`src/rtl/if_stage_pkg.sv`:
```
`default_nettype none
// ============================================================================
//  Module      : if_stage_pkg
//  Description : Shared constants and FSM state type for the dual-issue
//                instruction fetch stage.
//  Revision    : 1.0 - initial release
// ============================================================================
package if_stage_pkg;

    localparam logic [31:0] NOP_INST    = 32'h0000_0000;
    localparam int          FETCH_WIDTH = 2;
    localparam int          INST_BYTES  = 4;

    typedef enum logic [0:0] {
        BOOT = 1'b0,
        RUN  = 1'b1
    } fetch_state_e;

endpackage : if_stage_pkg
`default_nettype wire

```
`src/rtl/if_redirect_arb.sv`:
```
`default_nettype none
// ============================================================================
//  Module      : if_redirect_arb
//  Description : Redirect arbitration for the fetch stage. Picks between a
//                live execute redirect, an execute redirect latched while the
//                pipeline was hung, and a decode redirect (lowest priority).
//  Ports       : CLK, RST            clock / synchronous active-high reset
//                hang_i              pipeline freeze; latches EX redirects
//                boot_i              fetch FSM in BOOT (decode redirects ignored)
//                id_set_i, id_pc_i   decode redirect request / target
//                ex_set_i, ex_pc_i   execute redirect request / target
//                redirect_take_o     a redirect is applied this cycle
//                redirect_target_o   raw (unmasked) redirect target
//                misalign_o          applied target is not word aligned
//  Revision    : 1.0 - initial release
// ============================================================================
module if_redirect_arb (
    input  logic        CLK,
    input  logic        RST,
    input  logic        hang_i,
    input  logic        boot_i,
    input  logic        id_set_i,
    input  logic [31:0] id_pc_i,
    input  logic        ex_set_i,
    input  logic [31:0] ex_pc_i,
    output logic        redirect_take_o,
    output logic [31:0] redirect_target_o,
    output logic        misalign_o
);

    logic        pend_valid_q, pend_valid_d;
    logic [31:0] pend_pc_q,    pend_pc_d;
    logic        w_ex_take;
    logic        w_id_take;

    // A latched execute redirect is as binding as a live one; a live one
    // still wins the target selection because it is the newer decision.
    assign w_ex_take = !hang_i && (ex_set_i || pend_valid_q);
    assign w_id_take = !hang_i && !boot_i && id_set_i && !w_ex_take;

    always_comb begin
        redirect_take_o   = w_ex_take || w_id_take;
        redirect_target_o = id_pc_i;
        if (ex_set_i) begin
            redirect_target_o = ex_pc_i;
        end else if (pend_valid_q) begin
            redirect_target_o = pend_pc_q;
        end
        misalign_o = redirect_take_o && (redirect_target_o[1:0] != 2'b00);
    end

    always_comb begin
        pend_valid_d = pend_valid_q;
        pend_pc_d    = pend_pc_q;
        if (hang_i && ex_set_i) begin
            pend_valid_d = 1'b1;
            pend_pc_d    = ex_pc_i;
        end else if (w_ex_take) begin
            pend_valid_d = 1'b0;
        end
    end

    always_ff @(posedge CLK) begin
        if (RST) begin
            pend_valid_q <= 1'b0;
            pend_pc_q    <= 32'h0;
        end else begin
            pend_valid_q <= pend_valid_d;
            pend_pc_q    <= pend_pc_d;
        end
    end

endmodule : if_redirect_arb
`default_nettype wire

```
`src/rtl/if_stage.sv`:
```
`default_nettype none
// ============================================================================
//  Module      : if_stage
//  Description : Dual-issue instruction fetch. Owns the fetch PC, reads two
//                consecutive ROM words per cycle and presents them (with their
//                fall-through PCs) to decode one cycle later. Applies execute
//                and decode redirects, inserting a single bubble per redirect.
//  Ports       : CLK, RST                 clock / sync active-high reset
//                pipeline_hang            hold PC and all outputs
//                ID_set_PC, ID_PC         decode re-fetch request / target
//                EX_set_PC, EX_PC         execute redirect (has priority)
//                IAddr1, IAddr2           ROM word addresses (combinational)
//                IData1, IData2           ROM read data
//                inst_1, inst_2           instruction pair (0 = bubble)
//                PC1, PC2                 pc+4 / pc+8 of the pair
//                fetch_valid              pair holds real instructions
//                misalign_err             sticky misaligned-redirect flag
//  Revision    : 1.0 - initial release
// ============================================================================
import if_stage_pkg::*;

module if_stage #(
    parameter logic [31:0] RESET_PC = 32'h0000_0000,
    parameter int          IMEM_AW  = 10
) (
    input  logic               CLK,
    input  logic               RST,
    input  logic               pipeline_hang,
    input  logic               ID_set_PC,
    input  logic [31:0]        ID_PC,
    input  logic               EX_set_PC,
    input  logic [31:0]        EX_PC,
    output logic [IMEM_AW-1:0] IAddr1,
    output logic [IMEM_AW-1:0] IAddr2,
    input  logic [31:0]        IData1,
    input  logic [31:0]        IData2,
    output logic [31:0]        inst_1,
    output logic [31:0]        inst_2,
    output logic [31:0]        PC1,
    output logic [31:0]        PC2,
    output logic               fetch_valid,
    output logic               misalign_err
);

    localparam logic [31:0] c_STEP = 32'(FETCH_WIDTH * INST_BYTES);

    fetch_state_e state_q, state_d;
    logic [31:0]  pc_q,    pc_d;
    logic [31:0]  inst1_q, inst1_d;
    logic [31:0]  inst2_q, inst2_d;
    logic [31:0]  pc1_q,   pc1_d;
    logic [31:0]  pc2_q,   pc2_d;
    logic         valid_q, valid_d;
    logic         mis_q,   mis_d;

    logic         w_take;
    logic [31:0]  w_target;
    logic         w_misalign;

    if_redirect_arb u_arb (
        .CLK               (CLK),
        .RST               (RST),
        .hang_i            (pipeline_hang),
        .boot_i            (state_q == BOOT),
        .id_set_i          (ID_set_PC),
        .id_pc_i           (ID_PC),
        .ex_set_i          (EX_set_PC),
        .ex_pc_i           (EX_PC),
        .redirect_take_o   (w_take),
        .redirect_target_o (w_target),
        .misalign_o        (w_misalign)
    );

    // Second address is derived in the ROM index space so that it wraps
    // modulo 2^IMEM_AW exactly like (pc_q+4)[IMEM_AW+1:2].
    assign IAddr1 = pc_q[IMEM_AW+1:2];
    assign IAddr2 = pc_q[IMEM_AW+1:2] + {{(IMEM_AW-1){1'b0}}, 1'b1};

    always_comb begin
        state_d = state_q;
        pc_d    = pc_q;
        inst1_d = inst1_q;
        inst2_d = inst2_q;
        pc1_d   = pc1_q;
        pc2_d   = pc2_q;
        valid_d = valid_q;
        mis_d   = mis_q;

        if (!pipeline_hang) begin
            state_d = RUN;
            if (w_take || (state_q == BOOT)) begin
                inst1_d = NOP_INST;
                inst2_d = NOP_INST;
                pc1_d   = 32'h0;
                pc2_d   = 32'h0;
                valid_d = 1'b0;
                if (w_take) begin
                    pc_d = w_target & ~32'd3;
                end
            end else begin
                inst1_d = IData1;
                inst2_d = IData2;
                pc1_d   = pc_q + 32'(INST_BYTES);
                pc2_d   = pc_q + c_STEP;
                valid_d = 1'b1;
                pc_d    = pc_q + c_STEP;
            end
            if (w_misalign) begin
                mis_d = 1'b1;
            end
        end
    end

    always_ff @(posedge CLK) begin
        if (RST) begin
            state_q <= BOOT;
            pc_q    <= RESET_PC;
            inst1_q <= NOP_INST;
            inst2_q <= NOP_INST;
            pc1_q   <= 32'h0;
            pc2_q   <= 32'h0;
            valid_q <= 1'b0;
            mis_q   <= 1'b0;
        end else begin
            state_q <= state_d;
            pc_q    <= pc_d;
            inst1_q <= inst1_d;
            inst2_q <= inst2_d;
            pc1_q   <= pc1_d;
            pc2_q   <= pc2_d;
            valid_q <= valid_d;
            mis_q   <= mis_d;
        end
    end

    assign inst_1       = inst1_q;
    assign inst_2       = inst2_q;
    assign PC1          = pc1_q;
    assign PC2          = pc2_q;
    assign fetch_valid  = valid_q;
    assign misalign_err = mis_q;

endmodule : if_stage
`default_nettype wire

```
`config.mk`:
```
export PLATFORM = sky130hd
export DESIGN_NAME = if_stage
export DESIGN_NICKNAME = d
export VERILOG_FILES = /design/src/rtl/if_stage_pkg.sv /design/src/rtl/if_redirect_arb.sv /design/src/rtl/if_stage.sv
export SDC_FILE = /design/constraint.sdc
export NUM_CORES = 1
export LEC_CHECK = 0
export CORE_ASPECT_RATIO = 1.1
export CORE_MARGIN = 4
export CORE_UTILIZATION = 28
export CTS_BUF_LIST = sky130_fd_sc_hd__clkbuf_16
export CTS_CLUSTER_SIZE = 28
export DETAILED_ROUTE_END_ITERATION = 8
export SETUP_SLACK_MARGIN = 0.2
export SLEW_MARGIN = 10
export SYNTH_ARGS = -nofsm -noshare
export SYNTH_HDL_FRONTEND = slang
export SYNTH_SLANG_ARGS = --single-unit
```
`constraint.sdc`:
```
create_clock -name CLK -period 2.05 [get_ports CLK]
set_input_delay 0.41 -clock CLK [delete_from_list [all_inputs] [get_ports CLK]]
set_output_delay 0.41 -clock CLK [all_outputs]
set_load 0.01 [all_outputs]
```
== Word-level counts from Yosys, hierarchy flattened ==
Index checks and enable logic that the tools add are counted.

* Register bits after elaboration: 196
* Bits of input ports: 133
* Output and inout port bits: 150
* Logic and storage cells: 42

* Add/subtract/negate cells: 3
* Equality and inequality tests: 1
* Mux-type cells: 11
* Bitwise gates (word level): 2
* Reductions and logical operators: 15

{| class="wikitable"
|+ Operator list
! kind !! number
|-
| 32-bit two-way mux || 8
|-
| 32-bit by 3-bit adder with 32-bit output, second input constant || 1
|-
| 32-bit by 4-bit adder with 32-bit output, second input constant || 1
|-
| 10-bit by 1-bit adder with 10-bit output, second input constant || 1
|-
| 1-bit logical AND || 6
|-
| 2-bit AND reduction || 2
|-
| 2-bit nonzero test || 2
|-
| 1-bit logical OR || 3
|-
| 1-bit two-way mux || 3
|-
| 1-bit logical NOT || 2
|-
| 2-bit != test, second input constant || 1
|-
| 1-bit inverter || 2
|}

== Longest topological paths before layout ==
* Word-level depth: 8
* Gate-level depth with buffers: 8
* Depth with buffers taken out: 6

== Hierarchy ==
Synthesis repeated with hierarchy kept, for this count alone.

* Cells, all modules: 1138
* Area total of the unflattened synthesis: 9068.7 um^2

{| class="wikitable"
|+ Modules (own cells, without submodules)
! module !! instances !! cells an instance !! area each (um^2)
|-
| if_stage || 1 || 879 || 7195.7
|-
| if_redirect_arb || 1 || 259 || 1873.0
|}

== Worst setup path before layout ==
No wires, ideal clock.

* Kind: register to register
* Start point: register pc_q[4]
* End point: register pc_q[27]
* Arrival: 2.033 ns
* Data required time: 1.971 ns
* Setup slack: -0.062 ns
* Stages on the path, launching flop included: 7
* Path buffers: 0
* Period minus slack after synthesis: 2.112 ns
* Cells stage by stage: dfxtp_1 -> ha_1 -> nand3_4 -> nor4_4 -> nand2_1 -> or4_1 -> o211ai_1

* Cells in the longest elaborated chain, start to end: 2

{| class="wikitable"
|+ Ends and longest elaborated chain
! what !! line !! text
|-
| start: declaration || if_stage.sv:48 || <nowiki>logic [31:0] pc_q, pc_d;</nowiki>
|-
| start signal: assignment || if_stage.sv:126 || <nowiki>pc_q <= pc_d;</nowiki>
|-
| 32-bit by 4-bit adder with 32-bit output || if_stage.sv:106 || <nowiki>pc_d = pc_q + c_STEP;</nowiki>
|-
| 32-bit two-way mux || if_stage.sv:91 || <nowiki>if (w_take || (state_q == BOOT)) begin</nowiki>
|}

Every way passes these cells.
A chain may end at the register's enable or synchronous reset.

== Final worst setup path ==
* Start point: register pc_q[3]
* End point: output IAddr2[7]

* Cells in the longest elaborated chain, start to end: 1

{| class="wikitable"
|+ Ends and longest elaborated chain
! what !! line !! text
|-
| 10-bit by 1-bit adder with 10-bit output || if_stage.sv:77 || <nowiki>assign IAddr2 = pc_q[IMEM_AW+1:2] + {{(IMEM_AW-1){1'b0}}, 1'b1};</nowiki>
|-
| end: declaration || if_stage.sv:34 || <nowiki>output logic [IMEM_AW-1:0] IAddr2,</nowiki>
|}

Every way passes these cells.

==> flow_results.org <==
** Route
- For this block, the routed nets add up to 30500 um of wire.
- Pre-Repair DR Iteration Count :: 5
- The detail route stage leaves a number of antenna-violating nets equal to 0.
- Vias per cell :: 4.92
- The detailed router finished its first iteration with 355 violations.
- Total via count in the routed design :: 8307
- For this run, design rule violations remaining after detail routing come to 0.
- Dividing the detail-routed wire length by the instance count gives 18.1 um.

** GRT
- Total gr overflow :: 0
- The number of antenna violations at the first check in global routing is 0.
- The first global-routing pass estimated 46900 um of wire.
- The number of global-route vias before repair was 8049.
- Global Route Usage Sum :: 0.179
- Entering global routing, the biggest net connects 45 pins.

** Worst setup path
- For the worst setup path, the data arrival time is 1680 ps.
- At the worst endpoint, the required time is 1640 ps.
- Maximum single-stage delay on the critical path :: 380 ps
- Measured in cells, the most critical reg-to-reg path has a length of 9.
- The worst setup path is captured at a primary output.
- The number of buffers and inverters on the critical path is 1.
- Critical path's top delay family :: simple AND/OR/NAND/NOR gates
- Kind of critical path :: reg2out
- Destination of the worst register-to-register timing path :: pc_q[28]
- Standard cell with the maximum stage delay on the critical path :: sky130_fd_sc_hd__dfxtp_4
- The setup check on the worst reg-to-reg path leaves a slack of 90 ps.
- Startpoint Class :: register
- Peak fanout along the critical path :: 4
- The signal on the critical path passes through ha_4 > nand4_1 > nor2_4 > xor2_2 > buf_2.
- In this run the critical register-to-register path is launched from pc_q[3].

** Synth
- The netlist uses 53 different library cells.
- EDFF count, synth :: 0
- Cell Area, Synth :: 0.00837 mm2
- Of all flip-flops after synthesis, the portion carrying an async set or reset was 0.
- The share of synthesized area in the top cell type comes to 0.454.
- Prevailing post-synth register cell :: sky130_fd_sc_hd__dfxtp_1
- Portion of the post-synthesis area used by sequential elements :: 0.454
- Average cell area after synthesis :: 8.77 um2
- Synthesis inferred 190 register bits.
- Synth area leaders :: sky130_fd_sc_hd__dfxtp_1 45%, sky130_fd_sc_hd__a22o_1 8.8%, sky130_fd_sc_hd__nand2_1 7.2%, sky130_fd_sc_hd__o21ai_0 4.6%, sky130_fd_sc_hd__mux2i_1 4.2%
- Gate Count Post-Synth :: 954
- Number of synthesis warnings :: 0
- Top cell type by total area after synthesis :: sky130_fd_sc_hd__dfxtp_1

** Run status
- Result of the run :: complete, but fails checks
- Violations in the final reports :: negative setup slack

** Cells and area
- Diodes inserted :: 0
- For this run, the number of standard cells in the final layout without fillers is 1689.
- Net total in the final layout :: 1437
- In the final layout, the share of cells above drive strength 1 is 0.215.
- Most frequent cells in the layout :: 248 x sky130_fd_sc_hd__clkdlybuf4s50_1, 174 x sky130_fd_sc_hd__dfxtp_1, 152 x sky130_fd_sc_hd__nand2_1
- Layout area overhead :: 61.9%
- The library cell used most frequently in the layout, excluding fill and tap cells, is sky130_fd_sc_hd__clkdlybuf4s50_1.
- The filler cells instantiated in the layout total 2810.

** STA
- For the final routed database, the setup TNS stands at -97.8 ps.
- Count of endpoints failing setup in the final report :: 3
- The number of max-slew violations in the final report is 0.
- Of the available clock period, the critical path in the final layout requires 1.02.
- In the post-route analysis, the smallest setup slack over all paths is -37.1 ps.
- Setup repair after global routing could not meet its margin everywhere.
- The final number of hold-violating endpoints was 0.
- For this run, the top clock speed supported by timing is 0.479 GHz.
- Period minus WS final :: 2090 ps
- Worst clock skew on the final layout :: 15.3 ps

** Place
- The count of buffers added on input and output ports is 278.
- At the end of routability-driven placement, the weighted congestion stood at 0.864.
- HPWL after detailed placement :: 23000 um
- Cell count after placement :: 1623

** Clock tree
- Level count of the clock H-tree :: 4
- Post-CTS Hold Fix Bufs :: 0
- Reg clk slew, reported paths :: 70 ps
- CTS saw 190 sinks.
- TritonCTS built the clock tree.
- Worst-case clock buffer depth :: 2
- Clock latency on the worst-skew pair :: 440 ps
- Counting the buffers created by CTS gives 17.
- Root buf cell :: sky130_fd_sc_hd__clkbuf_16

** Power and ir drop
- For this design the static power due to leakage is 0.00522 uW.
- Share of power burned in combinational logic :: 0.148
- VDD sags by at most 0.000702 V.
- Of the total power, the clock network draws 0.381.
- The share of total power dissipated in sequential elements is 0.471.
- The internal portion of the total power is 6000 uW.
- Switching power summed over all nets :: 2210 uW
- Share of total power consumed by net switching :: 0.269
- Power per cell area :: 606 mW/mm2

** Floorplan
- Core Footprint :: 0.0296 mm2
- Height of the die :: 189 um
- Pin placement for this block handled 283 I/O pins.
- In this run the core area contains 66 standard-cell rows.
- Starting density of the core :: 0.283
- Width of the die :: 173 um
- The die covers 0.0327 mm2.

** Min path
- The startpoint identified for the worst hold timing path is RST.
- Hold EP :: pc_q[31]
- The worst hold path passes through 2 cells.
- Min-Delay Path Class :: in2reg

** Job
- Number of max-cap violations :: 0
[sequential cells by signal (all words and copies together) (netlist names)]
signal and count:
u_arb.pend_pc_q 32, state_q 1, pc_q 30, inst_1 32, fetch_valid 1, u_arb.pend_valid_q 1
PC1 30, PC2 30, misalign_err 1, inst_2 32
[synth_stat cells (3+ instances only)]
| cell | instances |
|---|---|
| sky130_fd_sc_hd__a21oi_1 | 54 |
| sky130_fd_sc_hd__a22o_1 | 84 |
| sky130_fd_sc_hd__a22oi_1 | 15 |
| sky130_fd_sc_hd__a31oi_1 | 7 |
| sky130_fd_sc_hd__and2_1 | 8 |
| sky130_fd_sc_hd__and3_1 | 4 |
| sky130_fd_sc_hd__and4_1 | 3 |
| sky130_fd_sc_hd__buf_1 | 6 |
| sky130_fd_sc_hd__buf_2 | 29 |
| sky130_fd_sc_hd__buf_4 | 15 |
| sky130_fd_sc_hd__clkbuf_1 | 55 |
| sky130_fd_sc_hd__dfxtp_1 | 190 |
| sky130_fd_sc_hd__inv_1 | 6 |
| sky130_fd_sc_hd__mux2_2 | 7 |
| sky130_fd_sc_hd__mux2i_1 | 35 |
| sky130_fd_sc_hd__nand2_1 | 160 |
| sky130_fd_sc_hd__nand3_1 | 25 |
| sky130_fd_sc_hd__nand4_1 | 16 |
| sky130_fd_sc_hd__nor2_1 | 31 |
| sky130_fd_sc_hd__nor3_1 | 17 |
| sky130_fd_sc_hd__nor3b_1 | 4 |
| sky130_fd_sc_hd__nor4_1 | 6 |
| sky130_fd_sc_hd__o211ai_1 | 5 |
| sky130_fd_sc_hd__o21ai_0 | 77 |
| sky130_fd_sc_hd__o32ai_1 | 5 |
| sky130_fd_sc_hd__or3_1 | 5 |
| sky130_fd_sc_hd__or4_1 | 3 |
| sky130_fd_sc_hd__xnor2_1 | 23 |
| sky130_fd_sc_hd__xor2_1 | 30 |
[how the worst max path moves through the flow]
stage	from	end	slack [ps]	cells past startpoint
after floorplan	EX_set_PC	pc_q[27]	170	7
after global placement	pc_q[5]	IAddr2[7]	-240	5
after detailed placement	pc_q[5]	IAddr2[7]	-240	5
after CTS	pc_q[3]	IAddr2[7]	-120	5
after global routing	pc_q[3]	IAddr2[7]	-140	5
final	pc_q[3]	IAddr2[7]	-40	5
[per-stage QoR]
stage	setup WS [ps]	hold WS [ps]	util	total power, uW	instance area (um2)
after CTS	-117	293	0.442	8270	13100
after global routing	-138	305	0.459	8560	13600
after detailed placement	-243	440	0.414	5120	12200
after global placement	-243	431	0.414	5110	12200
after floorplan	165	433	-	4460	8440
final	-37.1	313	0.459	8210	13600
[worst register-to-register path: stages (launching register included)]
cell                      delay [ps]
sky130_fd_sc_hd__dfxtp_4         380
sky130_fd_sc_hd__buf_4           120
sky130_fd_sc_hd__buf_4           100
sky130_fd_sc_hd__buf_6            90
sky130_fd_sc_hd__nand3_4          90
sky130_fd_sc_hd__nor4_4          240
sky130_fd_sc_hd__buf_4           180
sky130_fd_sc_hd__nand4_1         120
sky130_fd_sc_hd__or4_1           420
sky130_fd_sc_hd__a31oi_1         160
[cells by family (layout without fill, tap and decap cells)]
| group | count (synthesis) | in the layout | share of synthesized area |
|---|---|---|---|
| compound gates | 259 | 259 | 0.206 |
| simple gates | 296 | 296 | 0.168 |
| flops | 190 | 190 | 0.454 |
| other cells | 1 | 4 | 0.000448 |
| xor+xnor | 53 | 53 | 0.0555 |
| mux | 42 | 42 | 0.0513 |
| buf+inv | 111 | 469 | 0.0608 |
| fa+ha+maj | 2 | 2 | 0.00299 |
[power by group through the flow]
stage / clock network (uW) / logic [uW] / registers [uW]
2_1_floorplan: 0 / 546 / 3920
3_3_place_gp: 0 / 1160 / 3950
3_5_place_dp: 0 / 1170 / 3950
4_1_cts: 3230 / 1180 / 3860
5_1_grt: 3360 / 1320 / 3880
6_report: 3130 / 1210 / 3870
[routing by layer]
| layer | GRT usage | up-vias | part of all wire |
|---|---|---|---|
| met3 | 0.0489 | 26 | 0.071 |
| met1 | 0.239 | 3902 | 0.46 |
| met5 | 0 | - | 0 |
| met4 | 0.0543 | 0 | 0.016 |
| met2 | 0.282 | 327 | 0.46 |
| li1 | - | 4052 | - |
[layout make-up]
class	count	area, um2	area share
clock buffer	17	425	0.0314
inverter	6	22.5	0.00166
clock inverter	15	116	0.00858
multi-input combinational	656	4550	0.336
sequential	190	3840	0.284
tap	374	468	0.0345
timing repair buffer	431	4130	0.305
[repair_timing]
action                     CTS  global route
setup endpoints to repair   52            63
gates resized for setup    100            85
buffers inserted            17            17
gates cloned                 0             0
pin swaps                   19            33
No activity file was read; power rests on OpenSTA's default activity.
